==> src/rtl/prog_clock_divider.sv <==
// Programmable synchronous clock divider: tick enable every D cycles plus
// a 50% square wave at clk/(2*D), with boundary-aligned divisor reloads.
module prog_clock_divider #(
  parameter int WIDTH     = 26,
  parameter int RESET_DIV = 512
) (
  input  logic             clk,
  input  logic             rst,
  input  logic             en,
  input  logic             restart,
  input  logic             div_load,
  input  logic [WIDTH-1:0] div_in,
  output logic             tick,
  output logic             out_clk,
  output logic [WIDTH-1:0] div_active,
  output logic             pending,
  output logic [15:0]      tick_count
);

  localparam logic [WIDTH-1:0] RST_D = WIDTH'(RESET_DIV);
  localparam logic [WIDTH-1:0] ONE   = WIDTH'(1);

  logic [WIDTH-1:0] cnt;
  logic [WIDTH-1:0] shadow;

  logic [WIDTH-1:0] cnt_d;
  logic [WIDTH-1:0] shadow_d;
  logic [WIDTH-1:0] div_d;
  logic             pend_d;
  logic             tick_d;
  logic             out_d;
  logic [15:0]      tcnt_d;

  logic [WIDTH-1:0] div_clamp;
  logic [WIDTH-1:0] div_next;
  logic             at_end;
  logic             do_restart;
  logic             do_wrap;
  logic             do_step;
  logic             do_hold;

  assign div_clamp = (div_in == '0) ? ONE : div_in;
  assign at_end    = (cnt == div_active - ONE);

  // Divisor for the period about to start: a same-edge load beats shadow.
  assign div_next = div_load ? div_clamp :
                    pending  ? shadow    : div_active;

  assign do_restart = restart;
  assign do_wrap    = !restart && en && at_end;
  assign do_step    = !restart && en && !at_end;
  assign do_hold    = !restart && !en;

  always_comb begin
    cnt_d    = cnt;
    shadow_d = shadow;
    div_d    = div_active;
    pend_d   = pending;
    tick_d   = 1'b0;
    out_d    = out_clk;
    tcnt_d   = tick_count;
    unique case (1'b1)
      do_restart: begin
        cnt_d  = '0;
        out_d  = 1'b0;
        div_d  = div_next;
        pend_d = 1'b0;
      end
      do_wrap: begin
        cnt_d  = '0;
        tick_d = 1'b1;
        out_d  = ~out_clk;
        tcnt_d = tick_count + 16'd1;
        div_d  = div_next;
        pend_d = 1'b0;
      end
      do_step: begin
        cnt_d = cnt + ONE;
        if (div_load) begin
          shadow_d = div_clamp;
          pend_d   = 1'b1;
        end
      end
      do_hold: begin
        if (div_load) begin
          shadow_d = div_clamp;
          pend_d   = 1'b1;
        end
      end
      default: ;
    endcase
  end

  always_ff @(posedge clk) begin
    if (rst) begin
      cnt        <= '0;
      div_active <= RST_D;
      shadow     <= RST_D;
      pending    <= 1'b0;
      tick       <= 1'b0;
      out_clk    <= 1'b0;
      tick_count <= '0;
    end else begin
      cnt        <= cnt_d;
      div_active <= div_d;
      shadow     <= shadow_d;
      pending    <= pend_d;
      tick       <= tick_d;
      out_clk    <= out_d;
      tick_count <= tcnt_d;
    end
  end

endmodule

==> config.mk <==
export PLATFORM = sky130hd
export DESIGN_NAME = prog_clock_divider
export DESIGN_NICKNAME = d
export VERILOG_FILES = /design/src/rtl/prog_clock_divider.sv
export SDC_FILE = /design/constraint.sdc
export NUM_CORES = 1
export LEC_CHECK = 0
export BUFFER_PORTS_ARGS = -buffer_cell sky130_fd_sc_hd__buf_2
export CAP_MARGIN = 25
export CORE_MARGIN = 2
export CORE_UTILIZATION = 45
export DETAILED_ROUTE_END_ITERATION = 8
export GPL_ROUTABILITY_DRIVEN = 0
export PLACE_DENSITY_LB_ADDON = 0.3
export SLEW_MARGIN = 20
export SYNTH_ARGS = -nofsm -noshare
export SYNTH_HDL_FRONTEND = slang
export SYNTH_SLANG_ARGS = --single-unit
==> constraint.sdc <==
create_clock -name clk -period 6.85 [get_ports clk]
set_input_delay 1.0275 -clock clk [delete_from_list [all_inputs] [get_ports clk]]
set_output_delay 1.0275 -clock clk [all_outputs]
set_load 0.01 [all_outputs]
==> results of run 1 <==
power by group through the flow:
stage / clock network [W] / logic, W / registers, W
finish: 0.000521 / 0.000205 / 0.000616
global route: 0.000556 / 0.000225 / 0.000618
CTS: 0.000534 / 0.000201 / 0.000615
detailed placement: 0 / 0.000200 / 0.000628
global placement: 0 / 0.000196 / 0.000627
floorplan: 0 / 0.000146 / 0.000620
Yosys cell counts, types with 2 or more instances:
| library cell | number | area share |
|---|---|---|
| a211oi_1 | 28 | 0.037 |
| and2_1 | 6 | 0.0067 |
| or4_1 | 4 | 0.0053 |
| inv_1 | 7 | 0.0047 |
| mux2i_1 | 26 | 0.046 |
| o311ai_1 | 10 | 0.016 |
| nor4_1 | 20 | 0.022 |
| o31ai_1 | 6 | 0.0080 |
| a21oi_1 | 57 | 0.051 |
| buf_2 | 13 | 0.012 |
| nand3_1 | 47 | 0.042 |
| clkbuf_1 | 40 | 0.027 |
| nor4_4 | 3 | 0.011 |
| or2_2 | 2 | 0.0022 |
| xor2_1 | 26 | 0.040 |
| or3_1 | 3 | 0.0033 |
| nand4b_1 | 2 | 0.0031 |
| nand4_1 | 18 | 0.020 |
| nand2_1 | 23 | 0.015 |
| a21o_1 | 3 | 0.0040 |
| ha_1 | 3 | 0.0067 |
| o22a_1 | 4 | 0.0062 |
| o21ai_0 | 34 | 0.030 |
| nor4b_1 | 3 | 0.0047 |
| nor2b_1 | 20 | 0.022 |
| nor3_1 | 11 | 0.0098 |
| nor3b_1 | 11 | 0.015 |
| dfxtp_1 | 97 | 0.35 |
| xnor2_1 | 21 | 0.033 |
| buf_1 | 3 | 0.0020 |
| and4_1 | 4 | 0.0062 |
| o21a_1 | 12 | 0.016 |
| o21ai_1 | 4 | 0.0036 |
| mux2_1 | 10 | 0.020 |
| a22o_1 | 5 | 0.0078 |
| nor2_1 | 46 | 0.031 |
| mux2_2 | 3 | 0.0060 |
| and3_1 | 19 | 0.021 |
cells in the final DEF, fill, tap and decap left out, drive strengths merged, types with 21 or more instances in the layout:
| master | n |
|---|---|
| xor2 | 26 |
| a211oi | 28 |
| buf | 81 |
| mux2i | 26 |
| xnor2 | 21 |
| nand2 | 23 |
| nor2 | 47 |
| dfxtp | 97 |
| nand3 | 48 |
| o21ai | 38 |
| a21oi | 57 |
| nor4 | 23 |
worst min path at each step:
| stage | endpoint | cells after the start | slack, ns | from |
|---|---|---|---|---|
| after floorplan | shadow[10] | 2 | 0.45 | shadow[10] |
| after global placement | shadow[13] | 2 | 0.46 | shadow[13] |
| after detailed placement | shadow[13] | 2 | 0.47 | shadow[13] |
| after CTS | shadow[13] | 2 | 0.48 | shadow[13] |
| after global routing | shadow[22] | 2 | 0.50 | shadow[22] |
| final | shadow[13] | 2 | 0.48 | shadow[13] |
per-stage QoR:
step                area, sq um  instances  utilization  setup WS, ns
finish                     6360        884        0.525          3.03
floorplan                  5630        674            -          3.71
detailed placement         6030        865        0.498          2.51
CTS                        6330        881        0.523          2.49
global route               6360        884        0.525          2.61
global placement           6030        865        0.498          2.64
logic make-up after synthesis:
logic type      share of synthesized area
simple gates                        0.251
compound gates                      0.203
flops                               0.345
buf+inv                            0.0449
xor+xnor                           0.0771
mux                                0.0723
fa+ha+maj                         0.00667
flip-flops by register name, indices dropped and copies added, names as in the netlist:
name        count
cnt            26
div_active     26
out_clk         1
pending         1
shadow         26
tick            1
tick_count     16
metal layers:
metal	vias to the layer above	GRT usage	wire length (um)	share of wire
met5	-	0	0	0
met4	0	0.0825	250	0.016
met3	20	0.0492	1000	0.065
met2	193	0.351	7000	0.46
met1	2528	0.326	7130	0.46
li1	2571	-	-	-
layout make-up:
cell class,instances,area (sq um),share of cell area
Multi-Input combinational cell,514,3440,0.542
Sequential cell,97,1940,0.305
Timing Repair Buffer,82,433,0.0681
Clock buffer,10,239,0.0376
Tap cell,168,210,0.0330
Clock inverter,6,66.3,0.0104
Inverter,7,26.3,0.00413
critical path, cell delays in order, from the launching register on:
cell and delay (ns):
dfxtp_1 0.39, inv_1 0.11, ha_1 0.36, nor4b_1 0.45, nand3b_1 0.27, o22a_1 0.29
nor2_1 0.11, nand4_1 0.19, o41a_1 0.59, nor2_2 0.54, buf_6 0.24, a211oi_1 0.09
==> results.ini, run 1 <==
[pwr]
switchingPower_w=0.000383
irDropWorstVdd_mv=0.165
sw_frac_of_total=0.286
comb_power_share=0.153
pwr-share-seq=0.459
total_power_w=0.00134
clkPwrFrac=0.388
p_int_w=0.000959
p_per_area_mw_per_mm2=211
leakage_nw=2.51

[timing]
tns_ns=0
skew_ns=0.00944
setup_viol_count_final=0
relSlewSlack=0.371
drv_slew=0
rsz0062_at_grt=false
worstMarginPinSlew_ns=0.941
period_share=0.558
holdWs_ns=0.477
fmax_mhz=262
period_minus_slack_ns=3.82
hold_violations=0

[yosys]
synth-seq-cells=97
syn-cell-area_sq_mm=0.00563
synthFlopType=dfxtp_1
ys_types=58
avgSynthCellArea_sq_um=8.35
synth.net_count=708
yosys_warnings=0
synth-edff-count=0
async_reset_ff_frac=0
netlist_instances=674
synth-seq-area-share=0.345

[die]
die_h_um=116
start_util=0.465
die_area_sq_mm=0.0134
die_w_um=116
rows=40
core_area_sq_mm=0.0121
ioPinCount=76

[drt]
vias=5312
routedWlPerCell_um=17.4
wl_um=15400
ant_nets=0
vias_per_cell=6.01
drc_errors=0
first_pass_iters=5
drtIter0Drc=497

[min_path]
min_path_type=reg -> reg

[cts]
cts_tree=done
postCtsHoldBufs=0
post-cts-setup-buffer-count=0
cts_made_buffers=9
clk_path_buf_depth=2
htree_levels=3
insertion_delay_ns=0.36
post_cts_resized=0
clkSinkCount=97
clock-root-buffer=clkbuf_16
clkTransAtPathRegs_ns=0.07

[setup_path]
worstPathRequired_ns=7.05
crit_fanout=14
crit_arrival_ns=4.02
end_kind=register
r2r_slack_ns=3.03
crit_type=reg -> reg
rr_worst_depth=11
worstReg2RegStart=div_active[0]
timing.rr.end=div_active[22]
cp-start-kind=register
critPathCapture=div_active[22]
worstSetupStartpoint=div_active[0]

[finish]
drive_gt1_frac=0.158
diodes=0
n_fill_cell=1160
nNetsFinal=745
area_growth_syn_to_layout_pct=13.0

[place]
numPortBuffers=75
dpl.hpwl_um=10700

[run_status]
status=finished, final reports clean

[global_route]
grt_max_degree=90
grt_use_total=0.231
grt_pass1_vias=4800
grt_pass1_wl_um=24600
overflow=0
grt_antenna_before_repair=0

[flow_run]
drv_cap=0

Note: power is estimated with default switching activity, not from simulation.
==> run 2, diff against run 1 <==
Clock period 6.85 ns to 3.6 ns, I/O delays scaled along.
==> results.ini, run 2 (same netlist as run 1, synthesis figures left out) <==
[global_route]
grt_use_total=0.233  ; was 0.231
grt_pass1_wl_um=24900  ; was 24600 um
grt_max_degree=88  ; was 90
grt_pass1_vias=4984  ; was 4800
grt_antenna_before_repair=0  ; unchanged
overflow=0  ; unchanged

[finish]
nNetsFinal=753  ; was 745
diodes=0  ; unchanged
area_growth_syn_to_layout_pct=14.7  ; was 13.0%
final_common_cell=dfxtp_1  ; unchanged
layoutNonFillerInstCount=892  ; was 884
largest_registers=cnt (26), div_active (26), shadow (26)  ; unchanged
layout_common_cells=97 x dfxtp_1, 75 x buf_2, 57 x a21oi_1  ; unchanged
drive_gt1_frac=0.169  ; was 0.158

[drt]
drc_errors=0  ; unchanged
wl_um=15500  ; was 15400 um
first_pass_iters=5  ; unchanged
routedWlPerCell_um=17.4  ; about the same
vias=5335  ; was 5312
drtIter0Drc=481  ; was 497
vias_per_cell=5.98  ; was 6.01
ant_nets=0  ; unchanged

[pwr]
total_power_w=0.00256  ; was 0.00134 W
irDropWorstVdd_mv=0.208  ; was 0.165 mV
leakage_nw=2.55  ; was 2.51 nW
p_per_area_mw_per_mm2=396  ; was 211 mW/mm^2

[die]
die_w_um=116  ; unchanged
die_h_um=116  ; unchanged
ioPinCount=76  ; unchanged
start_util=0.465  ; unchanged
rows=40  ; unchanged
core_area_sq_mm=0.0121  ; unchanged
die_area_sq_mm=0.0134  ; unchanged

[setup_path]
crit_arrival_ns=3.74  ; was 4.02 ns
cp-start-kind=register  ; unchanged
crit_type=reg -> reg  ; unchanged
r2r_slack_ns=0.13  ; was 3.03 ns
rr_worst_depth=10  ; was 11
worstPathRequired_ns=3.87  ; was 7.05 ns
crit_fanout=12  ; was 14
worstReg2RegStart=div_active[0]  ; unchanged
timing.rr.end=tick_count[2]  ; was div_active[22]
end_kind=register  ; unchanged

[timing]
fmax_mhz=288  ; was 262 MHz
skew_ns=0.00840  ; was 0.00944 ns
period_share=0.964  ; was 0.558
holdWs_ns=0.462  ; was 0.477 ns
hold_violations=0  ; unchanged
period_minus_slack_ns=3.47  ; was 3.82 ns
setup_viol_count_final=0  ; unchanged
tns_ns=0  ; unchanged
drv_slew=0  ; unchanged
relSlewSlack=0.401  ; was 0.371
worstMarginPinSlew_ns=0.899  ; was 0.941 ns

[cts]
cts_tree=done  ; unchanged
clock-root-buffer=clkbuf_16  ; unchanged
clk_path_buf_depth=2  ; unchanged
clkTransAtPathRegs_ns=0.07  ; about the same
htree_levels=3  ; unchanged
postCtsHoldBufs=0  ; unchanged
insertion_delay_ns=0.35  ; was 0.36 ns
clkSinkCount=97  ; unchanged
cts_made_buffers=9  ; unchanged

[run_status]
status=finished, final reports clean  ; unchanged

[place]
dpl.hpwl_um=10900  ; was 10700 um
dp.cells=876  ; was 865
numPortBuffers=75  ; unchanged

[min_path]
hold_start=div_in[8]  ; was shadow[13]
min_path_cells=3  ; was 2
hold-path-endpoint=shadow[8]  ; was shadow[13]
min_path_type=in -> reg  ; was reg -> reg

[flow_run]
drv_cap=0  ; unchanged

[run 2: cell count changes in the layout (fill, tap and decap cells not counted), sizes merged]
cell,before,now
buf,81,90
clkbuf,11,12
clkinv,4,1
clkinvlp,0,1
[run 2: area by class of cell]
cell class,instances,area (sq um)
clock buffer,12,246
clock inverter,4,51.3
fill,1177,5650
inverter,7,26.3
multi-input combinational,514,3470
sequential,97,1940
tap,168,210
timing repair buffer,90,513
[run 2: through the flow]
stage	util	setup WS [ns]	area [sq um]
after floorplan	-	0.460	5630
after global placement	0.507	0.248	6140
after detailed placement	0.507	0.137	6140
after CTS	0.531	0.106	6430
after global routing	0.533	-0.0214	6460
final	0.533	0.130	6460
[run 2: worst max-delay path by stage]
stage             startpoint       endpoint
5_1_grt        div_active[0]  tick_count[2]
3_3_place_gp   div_active[4]  tick_count[2]
2_1_floorplan  div_active[0]  tick_count[2]
3_5_place_dp   div_active[4]  tick_count[2]
6_report       div_active[0]  tick_count[2]
4_1_cts        div_active[4]  tick_count[2]
[run 2: what timing repair did]
| item | in CTS | in global routing |
|---|---|---|
| endpoints found under the setup margin | 0 | 40 |
| setup buffers | 0 | 0 |
| gates resized for setup | 0 | 4 |
[run 2: worst max-delay path, cell delays in order (launching register included)]
cell	delay, ns
dfxtp_1	0.31
inv_1	0.08
ha_1	0.38
nand2_1	0.10
o22a_1	0.19
o22a_1	0.21
a2111oi_0	0.49
nand4_1	0.34
or4_1	0.71
or4_1	0.44
a21oi_1	0.14
[run 2: report_power, final]
group	switching, W	total [W]	internal (W)
combinational	0.000247	0.000409	0.000162
clock	0.000421	0.000981	0.000560
sequential	0.0000559	0.00117	0.00111
[run 2: metal layers]
| layer | global-route usage | wire length [um] |
|---|---|---|
| met1 | 0.324 | 7100 |
| met2 | 0.358 | 7080 |
| met3 | 0.0387 | 915 |
| met4 | 0.103 | 395 |
| met5 | 0 | 0 |
==> run 3, diff against run 2 <==
Settings changed: SETUP_SLACK_MARGIN from default to 0.3.
==> results.ini, run 3 (same netlist as run 1, synthesis figures left out) <==
[pwr]
comb_power_share=0.162  ; was 0.160
leakage_nw=2.58  ; was 2.55 nW
sw_frac_of_total=0.283  ; about the same
switchingPower_w=0.000727  ; was 0.000724 W
p_per_area_mw_per_mm2=394  ; was 396 mW/mm^2
irDropWorstVdd_mv=0.208  ; about the same
total_power_w=0.00257  ; was 0.00256 W
p_int_w=0.00184  ; was 0.00183 W
pwr-share-seq=0.455  ; was 0.456
clkPwrFrac=0.382  ; was 0.384

[drt]
first_pass_iters=5  ; unchanged
drtIter0Drc=464  ; was 481
ant_nets=0  ; unchanged
drc_errors=0  ; unchanged
wl_um=15500  ; about the same
vias=5351  ; was 5335
routedWlPerCell_um=17.4  ; about the same
vias_per_cell=5.98  ; about the same

[setup_path]
timing.rr.end=tick_count[2]  ; unchanged
end_kind=register  ; unchanged
worstReg2RegStart=div_active[0]  ; unchanged
crit_slowest_cell=or4_4  ; was or4_1
worstPathRequired_ns=3.88  ; was 3.87 ns
crit_fanout=8  ; was 12
crit_chain=buf_4, nor4_4, nand2_1, xnor2_1, a2111oi_0, nand4_1, or4_4, or4_1, a21oi_1  ; was inv_1, ha_1, nand2_1, o22a_1, o22a_1, a2111oi_0, nand4_1, or4_1, or4_1, a21oi_1
critPathMaxStageDelay_ns=0.63  ; was 0.71 ns
crit_arrival_ns=3.49  ; was 3.74 ns
r2r_slack_ns=0.38  ; was 0.13 ns
cp-start-kind=register  ; unchanged
rr_worst_depth=9  ; was 10
crit_type=reg -> reg  ; unchanged

[flow_run]
drv_cap=0  ; unchanged

[timing]
period_share=0.894  ; was 0.964
setup_viol_count_final=0  ; unchanged
fmax_mhz=311  ; was 288 MHz
hold_violations=0  ; unchanged
skew_ns=0.00896  ; was 0.00840 ns
worstMarginPinSlew_ns=0.895  ; was 0.899 ns
rsz0062_at_grt=true
period_minus_slack_ns=3.22  ; was 3.47 ns
relSlewSlack=0.403  ; was 0.401
drv_slew=0  ; unchanged
tns_ns=0  ; unchanged

[finish]
seq_area_sq_mm=0.00194  ; unchanged
largest_registers=cnt (26), div_active (26), shadow (26)  ; unchanged
diodes=0  ; unchanged
layout_common_cells=97 x dfxtp_1, 75 x buf_2, 57 x a21oi_1  ; unchanged
multi_input_area_sq_mm=0.00349  ; was 0.00347 sq mm
final_common_cell=dfxtp_1  ; unchanged
drive_gt1_frac=0.175  ; was 0.169
area_growth_syn_to_layout_pct=15.6  ; was 14.7%
n_fill_cell=1176  ; was 1177
nNetsFinal=756  ; was 753

[place]
numPortBuffers=75  ; unchanged
dpl.hpwl_um=10900  ; unchanged

[min_path]
hold_start=div_in[11]  ; was div_in[8]
min_path_cells=3  ; unchanged
hold-path-endpoint=shadow[11]  ; was shadow[8]
min_path_type=in -> reg  ; unchanged

[die]
die_area_sq_mm=0.0134  ; unchanged
die_w_um=116  ; unchanged
die_h_um=116  ; unchanged
rows=40  ; unchanged
start_util=0.465  ; unchanged
ioPinCount=76  ; unchanged
core_area_sq_mm=0.0121  ; unchanged

[cts]
clkSinkCount=97  ; unchanged
clk_path_buf_depth=2  ; unchanged
cts_made_buffers=9  ; unchanged
insertion_delay_ns=0.35  ; about the same
cts_tree=done  ; unchanged
clock-root-buffer=clkbuf_16  ; unchanged
clkTransAtPathRegs_ns=0.07  ; about the same
htree_levels=3  ; unchanged

[global_route]
grt_pass1_wl_um=25000  ; was 24900 um
grt_pass1_vias=5017  ; was 4984
grt_max_degree=88  ; unchanged
overflow=0  ; unchanged
grt_antenna_before_repair=0  ; unchanged
grt_use_total=0.234  ; was 0.233

[run_status]
status=finished, final reports clean  ; unchanged

==> run 3: timing repair <==
item	4_1_cts	5_1_grt
endpoints found under the setup margin	25	90
gates resized for setup	5	3
pin swaps	0	1
hold buffers	0	0
buffers inserted	0	3
gates cloned	0	0
==> run 3: worst max-delay path by stage <==
stage / start / endpoint / depth (start not counted)
final: div_active[0] / tick_count[2] / 9
after global routing: div_active[0] / shadow[0] / 10
after CTS: div_active[0] / tick_count[2] / 10
after detailed placement: div_active[4] / tick_count[2] / 8
after global placement: div_active[4] / tick_count[2] / 8
after floorplan: div_active[0] / tick_count[2] / 11
==> run 3: layout make-up <==
type | count | share of cell area
clock buffer | 12 | 0.0379
timing repair buffer | 93 | 0.0823
sequential | 97 | 0.299
inverter | 7 | 0.00404
clock inverter | 4 | 0.00789
tap | 168 | 0.0323
multi-input combinational | 514 | 0.537
==> run 3: metal layers <==
| layer | vias up | GRT usage | wire length (um) | share of wire |
|---|---|---|---|---|
| li1 | 2594 | - | - | - |
| met2 | 182 | 0.361 | 7160 | 0.46 |
| met1 | 2551 | 0.320 | 7030 | 0.45 |
| met3 | 24 | 0.0450 | 951 | 0.061 |
| met5 | - | 0 | 0 | 0 |
| met4 | 0 | 0.105 | 392 | 0.025 |
==> run 3: metrics by stage <==
stage | setup WS (ns) | hold slack (ns) | cell area [sq um] | utilization | instances
2_1_floorplan | 0.460 | 0.453 | 5630 | - | 674
3_3_place_gp | 0.248 | 0.459 | 6140 | 0.507 | 876
3_5_place_dp | 0.137 | 0.465 | 6140 | 0.507 | 876
4_1_cts | 0.341 | 0.452 | 6460 | 0.533 | 892
5_1_grt | 0.245 | 0.464 | 6500 | 0.537 | 895
6_report | 0.381 | 0.461 | 6500 | 0.537 | 895
==> run 3: power groups by stage <==
stage	clock network (W)	registers, W	logic (W)
after floorplan	0	0.00118	0.000277
after global placement	0	0.00119	0.000389
after detailed placement	0	0.00119	0.000397
after CTS	0.000995	0.00117	0.000402
after global routing	0.00104	0.00117	0.000456
final	0.000981	0.00117	0.000417
==> run 3: worst max-delay path, delay by kind of cell (launching register included) <==
kind / cells / cell delay, ns
simple gates: 5 / 1.92
compound gates: 2 / 0.57
flops: 1 / 0.31
xor+xnor: 1 / 0.18
buf+inv: 1 / 0.16
